`config.mk`:
```
export PLATFORM = sky130hd
export DESIGN_NAME = cp_insert_serializer
export DESIGN_NICKNAME = d
export VERILOG_FILES = /design/src/rtl/ofdm_pkg.sv /design/src/rtl/cp_symbol_buffer.sv /design/src/rtl/cp_insert_serializer.sv
export SDC_FILE = /design/constraint.sdc
export NUM_CORES = 1
export LEC_CHECK = 0
export ABC_AREA = 1
export BUFFER_PORTS_ARGS = -buffer_cell sky130_fd_sc_hd__buf_2
export CAP_MARGIN = 20
export CORE_ASPECT_RATIO = 1.25
export CORE_MARGIN = 10
export CORE_UTILIZATION = 52
export DETAILED_ROUTE_END_ITERATION = 8
export PLACE_DENSITY_LB_ADDON = 0.05
export SYNTH_ARGS = -nofsm -noshare
export SYNTH_HDL_FRONTEND = slang
export SYNTH_SLANG_ARGS = --single-unit
```
`constraint.sdc`:
```
create_clock -name clk -period 18 [get_ports clk]
set_clock_uncertainty 0.05 [all_clocks]
set_input_delay 0.9 -clock clk [delete_from_list [all_inputs] [get_ports clk]]
set_output_delay 0.9 -clock clk [all_outputs]
set_load 0.01 [all_outputs]
```
`src/rtl/ofdm_pkg.sv`:
```
// Shared OFDM constants and types for the cyclic-prefix serializer.
package ofdm_pkg;

    localparam int unsigned DEF_DATA_W   = 16;
    localparam int unsigned DEF_N_POINTS = 8;
    localparam int unsigned DEF_CP_LEN   = 2;
    localparam int unsigned SYM_LEN      = DEF_N_POINTS + DEF_CP_LEN;

    typedef enum logic [1:0] {
        IDLE = 2'd0,
        CP   = 2'd1,
        DATA = 2'd2
    } cp_state_e;

    // Index of the first sample copied into the cyclic prefix.
    function automatic int unsigned cp_first_idx(input int unsigned n_points,
                                                 input int unsigned cp_len);
        return n_points - cp_len;
    endfunction

endpackage

```
`src/rtl/cp_symbol_buffer.sv`:
```
// Two-bank ping-pong symbol store. Banks are filled and drained strictly in capture order,
// so the write pointer always names the free bank whenever any bank is free.
module cp_symbol_buffer #(
    parameter int unsigned DATA_W   = 16,
    parameter int unsigned N_POINTS = 8,
    parameter int unsigned IDX_W    = $clog2(N_POINTS)
) (
    input  logic                       clk,
    input  logic                       rst,
    input  logic                       wr_en,
    input  logic [N_POINTS*DATA_W-1:0] wr_re,
    input  logic [N_POINTS*DATA_W-1:0] wr_im,
    input  logic                       rd_free,
    input  logic                       rd_next,
    input  logic [IDX_W-1:0]           rd_idx,
    output logic [1:0]                 full,
    output logic                       cur_full,
    output logic                       next_full,
    output logic [DATA_W-1:0]          rd_re,
    output logic [DATA_W-1:0]          rd_im
);

    logic [DATA_W-1:0] mem_re [2][N_POINTS];
    logic [DATA_W-1:0] mem_im [2][N_POINTS];
    logic              wr_ptr_q;
    logic              rd_ptr_q;
    logic [1:0]        full_q;
    logic [1:0]        full_d;
    logic              rd_bank;

    // Bank storage: capture all samples of a symbol into the write bank.
    always_ff @(posedge clk) begin
        if (wr_en) begin
            for (int k = 0; k < N_POINTS; k++) begin
                mem_re[wr_ptr_q][k] <= wr_re[k*DATA_W +: DATA_W];
                mem_im[wr_ptr_q][k] <= wr_im[k*DATA_W +: DATA_W];
            end
        end
    end

    // Full flags: a free and a capture in the same cycle always hit different banks.
    always_comb begin
        full_d = full_q;
        if (rd_free) begin
            full_d[rd_ptr_q] = 1'b0;
        end
        if (wr_en) begin
            full_d[wr_ptr_q] = 1'b1;
        end
    end

    // Pointer and flag registers.
    always_ff @(posedge clk) begin
        if (rst) begin
            wr_ptr_q <= 1'b0;
            rd_ptr_q <= 1'b0;
            full_q   <= 2'b00;
        end else begin
            full_q <= full_d;
            if (wr_en) begin
                wr_ptr_q <= ~wr_ptr_q;
            end
            if (rd_free) begin
                rd_ptr_q <= ~rd_ptr_q;
            end
        end
    end

    // Read mux: rd_next selects the following bank while the current one is being released.
    always_comb begin
        rd_bank = rd_ptr_q ^ rd_next;
        rd_re   = mem_re[rd_bank][rd_idx];
        rd_im   = mem_im[rd_bank][rd_idx];
    end

    assign full      = full_q;
    assign cur_full  = full_q[rd_ptr_q];
    assign next_full = full_q[~rd_ptr_q];

endmodule

```
`src/rtl/cp_insert_serializer.sv`:
```
// Cyclic-prefix insertion and parallel-to-serial conversion of IFFT output symbols.
// Emits samples N-CP_LEN..N-1 followed by 0..N-1 through a registered valid/ready port.
module cp_insert_serializer
    import ofdm_pkg::*;
#(
    parameter int unsigned DATA_W   = DEF_DATA_W,
    parameter int unsigned N_POINTS = DEF_N_POINTS,
    parameter int unsigned CP_LEN   = DEF_CP_LEN
) (
    input  logic                       clk,
    input  logic                       rst,
    input  logic                       in_valid,
    output logic                       in_ready,
    input  logic [N_POINTS*DATA_W-1:0] in_re,
    input  logic [N_POINTS*DATA_W-1:0] in_im,
    output logic                       out_valid,
    input  logic                       out_ready,
    output logic [DATA_W-1:0]          out_re,
    output logic [DATA_W-1:0]          out_im,
    output logic                       out_sop,
    output logic                       out_eop
);

    localparam int unsigned    IDX_W       = $clog2(N_POINTS);
    localparam bit             HAS_CP      = (CP_LEN > 0);
    localparam logic [IDX_W-1:0] CP_BASE   = IDX_W'(cp_first_idx(N_POINTS, CP_LEN));
    localparam logic [IDX_W-1:0] CP_LAST   = IDX_W'(HAS_CP ? CP_LEN - 1 : 0);
    localparam logic [IDX_W-1:0] N_LAST    = IDX_W'(N_POINTS - 1);
    localparam logic [IDX_W-1:0] FIRST_IDX = HAS_CP ? CP_BASE : IDX_W'(0);
    localparam cp_state_e      START_ST    = HAS_CP ? CP : DATA;

    cp_state_e          state_q, state_d;
    logic [IDX_W-1:0]   cnt_q, cnt_d;
    logic [IDX_W-1:0]   cnt_inc;
    logic               valid_q, valid_d;
    logic [DATA_W-1:0]  re_q, re_d;
    logic [DATA_W-1:0]  im_q, im_d;
    logic               sop_q, sop_d;
    logic               eop_q, eop_d;

    logic               xfer;
    logic               load;
    logic               wr_en;
    logic               rd_free;
    logic               rd_next;
    logic [IDX_W-1:0]   rd_idx;
    logic [1:0]         full;
    logic               cur_full;
    logic               next_full;
    logic [DATA_W-1:0]  rd_re;
    logic [DATA_W-1:0]  rd_im;

    assign in_ready = ~(full[0] & full[1]);
    assign wr_en    = in_valid & in_ready;
    assign xfer     = valid_q & out_ready;
    assign cnt_inc  = cnt_q + IDX_W'(1);

    cp_symbol_buffer #(
        .DATA_W   (DATA_W),
        .N_POINTS (N_POINTS),
        .IDX_W    (IDX_W)
    ) u_buffer (
        .clk       (clk),
        .rst       (rst),
        .wr_en     (wr_en),
        .wr_re     (in_re),
        .wr_im     (in_im),
        .rd_free   (rd_free),
        .rd_next   (rd_next),
        .rd_idx    (rd_idx),
        .full      (full),
        .cur_full  (cur_full),
        .next_full (next_full),
        .rd_re     (rd_re),
        .rd_im     (rd_im)
    );

    // Next-state logic: state/counter describe the sample currently held in the output register.
    always_comb begin
        state_d = state_q;
        cnt_d   = cnt_q;
        valid_d = valid_q;
        re_d    = re_q;
        im_d    = im_q;
        sop_d   = sop_q;
        eop_d   = eop_q;
        rd_free = 1'b0;
        rd_next = 1'b0;
        rd_idx  = '0;
        load    = 1'b0;

        case (state_q)
            IDLE: begin
                if (cur_full) begin
                    state_d = START_ST;
                    cnt_d   = '0;
                    rd_idx  = FIRST_IDX;
                    load    = 1'b1;
                    sop_d   = 1'b1;
                    eop_d   = 1'b0;
                end
            end
            CP: begin
                if (xfer) begin
                    load  = 1'b1;
                    sop_d = 1'b0;
                    eop_d = 1'b0;
                    if (cnt_q == CP_LAST) begin
                        state_d = DATA;
                        cnt_d   = '0;
                        rd_idx  = '0;
                    end else begin
                        cnt_d  = cnt_inc;
                        rd_idx = CP_BASE + cnt_inc;
                    end
                end
            end
            DATA: begin
                if (xfer) begin
                    if (cnt_q == N_LAST) begin
                        rd_free = 1'b1;
                        if (next_full) begin
                            // Chain straight into the next bank to avoid a bubble.
                            rd_next = 1'b1;
                            state_d = START_ST;
                            cnt_d   = '0;
                            rd_idx  = FIRST_IDX;
                            load    = 1'b1;
                            sop_d   = 1'b1;
                            eop_d   = 1'b0;
                        end else begin
                            state_d = IDLE;
                            cnt_d   = '0;
                            valid_d = 1'b0;
                            re_d    = '0;
                            im_d    = '0;
                            sop_d   = 1'b0;
                            eop_d   = 1'b0;
                        end
                    end else begin
                        cnt_d  = cnt_inc;
                        rd_idx = cnt_inc;
                        load   = 1'b1;
                        sop_d  = 1'b0;
                        eop_d  = (cnt_inc == N_LAST);
                    end
                end
            end
            default: begin
                state_d = IDLE;
                cnt_d   = '0;
                valid_d = 1'b0;
                re_d    = '0;
                im_d    = '0;
                sop_d   = 1'b0;
                eop_d   = 1'b0;
            end
        endcase

        if (load) begin
            valid_d = 1'b1;
            re_d    = rd_re;
            im_d    = rd_im;
        end
    end

    // State, counter and output registers.
    always_ff @(posedge clk) begin
        if (rst) begin
            state_q <= IDLE;
            cnt_q   <= '0;
            valid_q <= 1'b0;
            re_q    <= '0;
            im_q    <= '0;
            sop_q   <= 1'b0;
            eop_q   <= 1'b0;
        end else begin
            state_q <= state_d;
            cnt_q   <= cnt_d;
            valid_q <= valid_d;
            re_q    <= re_d;
            im_q    <= im_d;
            sop_q   <= sop_d;
            eop_q   <= eop_d;
        end
    end

    assign out_valid = valid_q;
    assign out_re    = re_q;
    assign out_im    = im_q;
    assign out_sop   = sop_q;
    assign out_eop   = eop_q;

endmodule

```
Yosys cells after proc, flatten, opt, wreduce, memory -nomap -nowiden
Memory sizes are Yosys's and may differ from the RTL's. Index checks and enable logic that the tools add are counted.

Bits in latches: 0. Input bits: 260. Output and inout bits: 36. Memory bits (read-only): 0. Flip-flop bits (word level): 44. Memory bits (writable): 512. Memories kept: 2. Word-level logic and storage cells: 121.

Memory list: u_buffer.mem_im (words 2, width 128, read ports 1, clocked after Yosys merged registers in 0, write ports 1, RTL line cp_symbol_buffer.sv:24) `logic [DATA_W-1:0] mem_im [2][N_POINTS];`; u_buffer.mem_re (words 2, width 128, read ports 1, clocked after Yosys merged registers in 0, write ports 1, RTL line cp_symbol_buffer.sv:23) `logic [DATA_W-1:0] mem_re [2][N_POINTS];`.

Muxes and demuxes: 69. Bitwise gates (word level): 11. Divide/modulo/power cells: 0. Multipliers: 0. Add/subtract/negate cells: 2. Shift-type cells: 0. Reductions and logical operators: 7. Magnitude comparators: 6. Equal/unequal tests: 14.

Operator list (number): $mux W16 (9); $bmux W16 S3 (2); $mux W3 (11); $pmux W16 S2 (1); $mux W1 (30); $pmux W3 S3 (2); $mux W2 (7); $ne A2 B2 Y1 const B (5); $ne A3 B3 Y1 const B (3); $pmux W1 S3 (3); $eq A3 B3 Y1 const B (2); $lt A1 B2 Y1 const B (3); $pmux W2 S3 (1); $reduce_and A5 Y1 (1); $ge A4 B4 Y1 const B (1); $not A3 Y4 (1); $reduce_and A4 Y1 (1); $add A3 B1 Y3 const B (1); $add A3 B3 Y3 const A (1); $and A1 B1 Y1 (3); $eq A3 B1 Y1 const B (1); $not A1 Y1 (3); $reduce_and A3 Y1 (1); $and A2 B2 Y2 (1); other kinds (12) (15).

Longest topological paths before layout
Gate-level depths: netlist of run 1. An unclocked memory read counts as a cell.

Depth after elaboration: 13. Gate-level depth with buffers: 16. Gate-level depth less buffers: 14.

Cells and area by module
Synthesis of run 1 repeated with hierarchy kept, for this count alone.

Cells, all modules: 2382. Area total of the unflattened synthesis: 24586.1 um^2.

Modules (own cells, without submodules): cp_symbol_buffer (cells an instance 2138, seq. area each 15454.8 um^2, times used 1, area each 22457.8 um^2); cp_insert_serializer (cells an instance 244, seq. area each 800.8 um^2, times used 1, area each 2128.3 um^2).

Worst setup path before layout of run 1
Ideal clock, no wire load.

Kind: input to register. Start point: input in_valid. End point: memory u_buffer.mem_im[0][0] in the netlist's numbering, enable pin. Setup slack: 5.473 ns. Data required time: 17.072 ns. Arrival time: 11.599 ns. Library setup time: 0.878 ns. Cell stages on the path: 2. Cells stage by stage: nand2_1 > nor2_1.

Longest elaborated chain between the ends: 3.

Ends and longest elaborated chain: from (decl) (RTL line cp_insert_serializer.sv:12) `input logic in_valid,`; $and A1 B1 Y1 (RTL line cp_insert_serializer.sv:54) `assign wr_en = in_valid & in_ready;`; $mux W1 (RTL line cp_symbol_buffer.sv:33) `if (wr_en) begin`; $mux W1 (implied by the code) (RTL line cp_symbol_buffer.sv:36) `mem_im[wr_ptr_q][k] <= wr_im[k*DATA_W +: DATA_W];`; to (decl) (RTL line cp_symbol_buffer.sv:24).

Every way passes these cells.

Worst setup path in the final report of run 1
Start point: register state_q[0]. End point: register re_q[12] (netlist: out_re[12]).

Longest elaborated chain between the ends: 8. Elaborated cells on any way between the ends: 20. Classes of those cells: 6 x eq/ne; 8 x mux; 2 x bitwise; 3 x reduce/logical; 1 x memory.

Ends and longest elaborated chain: from (decl) (RTL line cp_insert_serializer.sv:32) `cp_state_e state_q, state_d;`; from (signal assigned) (RTL line cp_insert_serializer.sv:178) `state_q <= state_d;`; $eq A2 B2 Y1 (RTL line cp_insert_serializer.sv:92) `case (state_q)`; $mux W1 (RTL line cp_insert_serializer.sv:92); $xor A1 B1 Y1 (RTL line cp_symbol_buffer.sv:71) `rd_bank = rd_ptr_q ^ rd_next;`; $mem_v2 Z2 W128; $bmux W16 S3 (RTL line cp_symbol_buffer.sv:72) `rd_re = mem_re[rd_bank][rd_idx];`; $mux W16 (implied by the code) (2 in series) (RTL line cp_symbol_buffer.sv:72); $mux W16 (RTL line cp_insert_serializer.sv:160) `if (load) begin`; to (signal assigned) (RTL line cp_insert_serializer.sv:181) `re_q <= re_d;`; to (decl) (RTL line cp_insert_serializer.sv:36) `logic [DATA_W-1:0] re_q, re_d;`.

Parallel ways exist; a longest one is shown, timed or not. The select of a mux whose other input is x is not followed. A chain may end at the register's enable or synchronous reset.

==> reports/qor.yml, run 1 <==
status: "finished, final reports clean"
tns_ns: 0
ant_nets: 0
drt_first_pass_iters: 5
cts_resized: 0
synth.area.top_cells: "edfxtp_1, nand3_1, nand2_1, dfxtp_1, inv_1"
die_y_um: 255
fmax_ghz: 0.200
synth_area_um2: 23100
synth_mux_area_share_pct: 0
path_cells: "inv_1, ha_1, nand2_2, nor2_4, nand3_4, nand2_4, buf_4, buf_4, nand2_1, nand3_1, nand3_1, nand3_1, nand3_1, a21oi_1"
grt_max_degree: 130
multiInputGateArea_um2: 5680
synthSimpleGateAreaFrac_pct: 22.5
slowest_delay_ns: 0.86
switching_share_pct: 27.6
seq_power_share_pct: 49.1
avgRoutedWirePerCell_um: 24.9
relSlewSlack_pct: 25.4
ioPinCount: 296
ys_seq_area_share_pct: 70.5
slew_violations: 0
worstPathRequired_ns: 18.47
post-synth-top-area-cell: "edfxtp_1"
drive_gt1_share_pct: 17.6
syn_inst: 2023
combinationalPowerShare_pct: 15.9
clkPwrFrac_pct: 35.0
cts_root_buffer: "clkbuf_16"
die_area_um2: 53200
drt_wl_total_um: 71600
synth_top_family_by_area: "simple AND/OR/NAND/NOR gates"
crit_top_cell: "nand3_1"
postCtsSetupRepairBufs: 0
htree_levels: 2
drv_cap: 0
num-fill-cells: 3633
crit_slowest_cell: "nand2_4"
hold_viol_final: 0
fin_util_pct: 60.1
nets: 2524
core_um2: 44000
grt.overflow.total: 0
p_leak_nw: 10.4
path_class: "register to register"
worstPathMaxFanout: 71
vias: 16400
max-vdd-ir-drop_mv: 0.0887
synth_cell_types: 26
via_per_inst: 5.71
start_util_pct: 52.4
clockBufferDepth: 3
synth-xor-area-share_pct: 0.0380
fin_crit_sh_pct: 27.8
p_sw_mw: 0.867
crit_family: "simple AND/OR/NAND/NOR gates"
ff_latch_area_um2: 16300
synth_compound_area_share_pct: 1.36
clock_sinks: 556
cp.arrival_ns: 5.47
syn_avg_cell_area_um2: 11.4
syn2layout_area_growth_pct: 14.6
yosys_warnings: 0
synth_adder_area_share_pct: 0.434
synth_top_cell_area_share_pct: 66.7
hpwl_um: 45900
io_buffers: 295
worstSetupStartpointType: "register"
grt_pass1_wl_um: 105000
cp-end-kind: "register"
clk_pin_slew_worst_paths_ns: 0.07
tritoncts: "yes"
worstMarginPinSlew_ns: 1.12
rsz0062_at_grt: "false"
internal-power_mw: 2.27
drt_iter0_drc: 1669
drc: 0
setup_viol: 0
rows: 86
critPathBufInv: 3
cts.hold.buffers_added: 0
ys_seq_elements: 556
gp_congestion: 0.832
antenna_found_initial: 11
track_usage_pct: 26.0
hold_class: "register to register"
power_density_nw_per_um2: 119
synth_nets: 2291
clk_latency_ns: 0.61
grt_pass1_vias: 16200
numCtsBuffers: 54
layout_min_cycle_time_ns: 5.00
die_x_um: 208
[registers in the layout, indices dropped and copies added, names as in the netlist]
name	count
u_buffer.mem_re	256
out_eop	1
u_buffer.full	2
u_buffer.wr_ptr_q	1
out_re	16
u_buffer.rd_ptr_q	1
state_q	2
out_im	16
u_buffer.mem_im	256
cnt_q	3
out_sop	1
out_valid	1
[per-layer routing]
metal  global-route usage [%]  share of wire [%]  vias up
met5                        0                  0        -
met1                     33.3                 40     8064
met2                     43.2                 49      672
met4                     9.37                3.6        0
li1                         -                  -     7574
met3                     4.78                6.8      114
[cells by family after synthesis]
kind of cell / count (synthesis)
AND/OR/NAND/NOR: 1138
flip-flops: 556
buffers and inverters: 261
AO/OA/AOI/OAI: 59
adder cells (fa/ha/maj): 8
XOR/XNOR: 1
[cells in the final DEF (no fill, tap or decap), types with 5 or more instances in the layout]
cell       netlist  routed
a21oi_1         41      41
buf_2           73     295
buf_4           24      20
clkbuf_1         9      23
clkbuf_16        0      55
clkinv_1         0       8
clkinv_2         0       6
dfxtp_1         44      44
edfxtp_1       512     512
ha_1             8       8
inv_1          116     115
inv_2            7       6
nand2_1        494     489
nand2_4          0       5
nand3_1        597     596
nand3b_1        35      35
nor2_1           6       5
o21ai_0          9       9
[worst paths after layout]
check        depth (start not counted)       start  slack [ns]          to
max                                 14  state_q[0]       13.00  out_re[12]
min                                  2  out_im[12]        0.41  out_im[12]
max reg2reg                         14  state_q[0]       13.00  out_re[12]
min reg2reg                          2  out_im[12]        0.41  out_im[12]
[area by class of cell]
cell class              count  area share (%)
well taps                 572            2.71
flip-flops and latches    556            61.5
clock buffers              82            5.74
diodes                      2          0.0189
inverters                 123            1.78
multi-input cells        1206            21.5
clock inverters            19           0.629
repair buffers            315            6.15
[stage by stage]
stage / cell area [µm²] / hold WS [ns] / std cells / total power [mW] / setup slack (ns)
floorplan: 23100 / 0.405 / 2023 / 1.86 / 5.47
global placement: 24800 / 0.401 / 2772 / 2.05 / 12.58
detailed placement: 24800 / 0.405 / 2772 / 2.06 / 12.60
CTS: 26400 / 0.392 / 2873 / 3.15 / 12.99
global route: 26400 / 0.399 / 2875 / 3.24 / 12.59
finish: 26400 / 0.414 / 2875 / 3.13 / 13.00
[Yosys cell counts, drive strengths merged]
| library cell | count |
|---|---|
| nand3 | 599 |
| edfxtp | 512 |
| nand2 | 495 |
| buf | 129 |
| inv | 123 |
| dfxtp | 44 |
| a21oi | 42 |
| nand3b | 35 |
| clkbuf | 9 |
| o21ai | 9 |
| ha | 8 |
| nor2 | 7 |
| a31oi | 4 |
| a211oi | 3 |
| and2 | 1 |
| nor3 | 1 |
| o211ai | 1 |
| xnor2 | 1 |
[worst min-delay path, stage by stage (launching register included)]
cell and delay, ns:
dfxtp_1 0.31, nand2_1 0.06, a21oi_1 0.05
[power groups by stage]
stage	clock [mW]	sequential (mW)	combinational [mW]
final	1.10	1.54	0.498
after global routing	1.16	1.55	0.532
after CTS	1.11	1.54	0.495
after detailed placement	0	1.57	0.494
after global placement	0	1.56	0.489
after floorplan	0	1.59	0.270
(Power assumes the default switching activity.)
==> run 2, diff against run 1 <==
Clock period 18 ns to 4.2 ns, I/O delays scaled along.
==> run 2 against run 1 <==
  * Via count up 8.2%
  * Maximum frequency up 55%
  * Total power rose to 4.4 times the previous value
  * Final area up 11%
  * Sequential power rose to 4.3 times the previous value
==> reports/qor.yml, run 2 (synthesis results as in run 1) <==
status: "finished, final reports clean"
setup_ws_ns: 0.978
slowest_delay_ns: 0.36
grt_max_degree: 174
num-fill-cells: 3293
vias: 17800
drc: 0
core_um2: 44000
wl_met3_um: 5600
drt_first_pass_iters: 5
die_area_um2: 53200
clockBufferDepth: 3
layout_commonest_cell: "nand3_1"
clock_sinks: 556
track_usage_pct: 27.9
gp_congestion: 0.913
timing.hold.ws_ns: 0.121
path_cells: "inv_1, ha_1, nand2_2, nor2_4, nand3_4, nand2_4, buf_12, nand2_1, nand2_1, nand2_1, nand3_1, nand3_1, nand3_1, a21oi_1"
io_buffers: 295
layout_common_cells: "nand3_1, edfxtp_1, nand2_1"
fin_area_um2: 29300
ant_nets: 0
clk_pin_slew_worst_paths_ns: 0.06
htree_levels: 2
clk_latency_ns: 0.61
drv_cap: 0
syn2layout_area_growth_pct: 27.0
fin_crit_sh_pct: 76.7
worstSetupStartpointType: "register"
drt_wl_total_um: 76200
routed.top_layer: "met4"
hpwl_um: 47300
placed_cell_area_um2: 25000
antenna_found_initial: 1
rsz0062_at_grt: "false"
path_class: "register to register"
via_per_inst: 5.66
grt_pass1_wl_um: 113000
die_x_um: 208
critPathBufInv: 2
cp.arrival_ns: 3.63
fin_util_pct: 66.6
pre_cts_ws_ns: 1.03
rows: 86
hold_class: "input port to register"
power_mw: 13.7
max-vdd-ir-drop_mv: 0.362
start_util_pct: 52.4
wl_met1_um: 30200
largestRegisters: "u_buffer.mem_im: 256 flops, u_buffer.mem_re: 256 flops"
die_y_um: 255
power_density_nw_per_um2: 468
setup_viol: 0
cts_resized: 0
cts_root_buffer: "clkbuf_16"
grt.overflow.total: 0
tritoncts: "yes"
layout_min_cycle_time_ns: 3.22
drt_iter0_drc: 1839
p_leak_nw: 11.6
hold_viol_final: 0
relSlewSlack_pct: 16.6
worstMarginPinSlew_ns: 1.25
wl_met2_um: 37500
drive_gt1_share_pct: 16.7
worstPathRequired_ns: 4.60
crit_family: "simple AND/OR/NAND/NOR gates"
slew_violations: 0
crit_slowest_cell: "nand2_4"
nets: 2791
avgRoutedWirePerCell_um: 24.2
worstPathMaxFanout: 78
numCtsBuffers: 54
fmax_ghz: 0.310
grt_pass1_vias: 17600
ioPinCount: 296
cp-end-kind: "register"
==> run 2: cell types whose count changed in the layout (fill, tap and decap cells not counted), moves of 2 or more <==
cell	before	now
dfxtp_4	0	2
nand2_4	5	7
clkinv_2	6	12
nand2_1	489	486
buf_4	20	17
dfxtp_1	44	42
clkinvlp_4	1	3
clkbuf_1	23	16
clkbuf_16	55	57
dlygate4sd3_1	0	257
buf_12	0	13
==> run 2: timing repair <==
action / 4_1_cts / 5_1_grt
setup endpoints to repair: 0 / 0
buffers inserted: 0 / 0
hold endpoints to repair: 514 / 0
hold buffers: 257 / 0
==> run 2: through the flow <==
| stage | TNS [ns] | instances |
|---|---|---|
| finish | 0 | 3141 |
| global route | 0 | 3140 |
| CTS | 0 | 3140 |
| detailed placement | 0 | 2782 |
| global placement | 0 | 2782 |
| floorplan | -322.41 | 2023 |
==> run 2: worst paths after layout <==
| kind | from | endpoint | slack [ns] | depth (start not counted) |
|---|---|---|---|---|
| max | state_q[0] | out_re[11] | 0.98 | 14 |
| min | out_ready | u_buffer.rd_ptr_q | 0.12 | 5 |
| max reg2reg | state_q[0] | out_re[11] | 0.98 | 14 |
| min reg2reg | out_im[3] | out_im[3] | 0.41 | 2 |
==> run 2: worst reg2reg max path, delay by kind of cell (launching register included) <==
family,cells,cell delay [ns]
flip-flops,1,0.34
buffers and inverters,2,0.47
adder cells (fa/ha/maj),1,0.29
AND/OR/NAND/NOR,10,1.83
AO/OA/AOI/OAI,1,0.07
==> run 2: power breakdown <==
group / switching, mW / internal [mW] / total, mW / leakage (nW)
logic: 1.59 / 0.765 / 2.35 / 5.63
registers: 0.175 / 6.47 / 6.64 / 5.16
clock network: 2.05 / 2.69 / 4.73 / 0.844
total: 3.81 / 9.92 / 13.7 / 11.6
==> run 2: layout make-up <==
type	instances	area, µm²	share of cell area (%)
antenna	1	2.50	0.00854
clock buffer	78	1560	5.31
clock inverter	23	161	0.551
inverter	123	468	1.60
multi-input combinational	1206	5700	19.5
sequential	556	16300	55.5
tap	572	716	2.44
timing repair buffer	582	4440	15.1
==> run 2: per-layer routing <==
layer / vias up / GRT usage [%]
met5: - / 0
met4: 0 / 10.5
met3: 109 / 4.54
met2: 788 / 46.0
met1: 8747 / 36.4
li1: 8120 / -
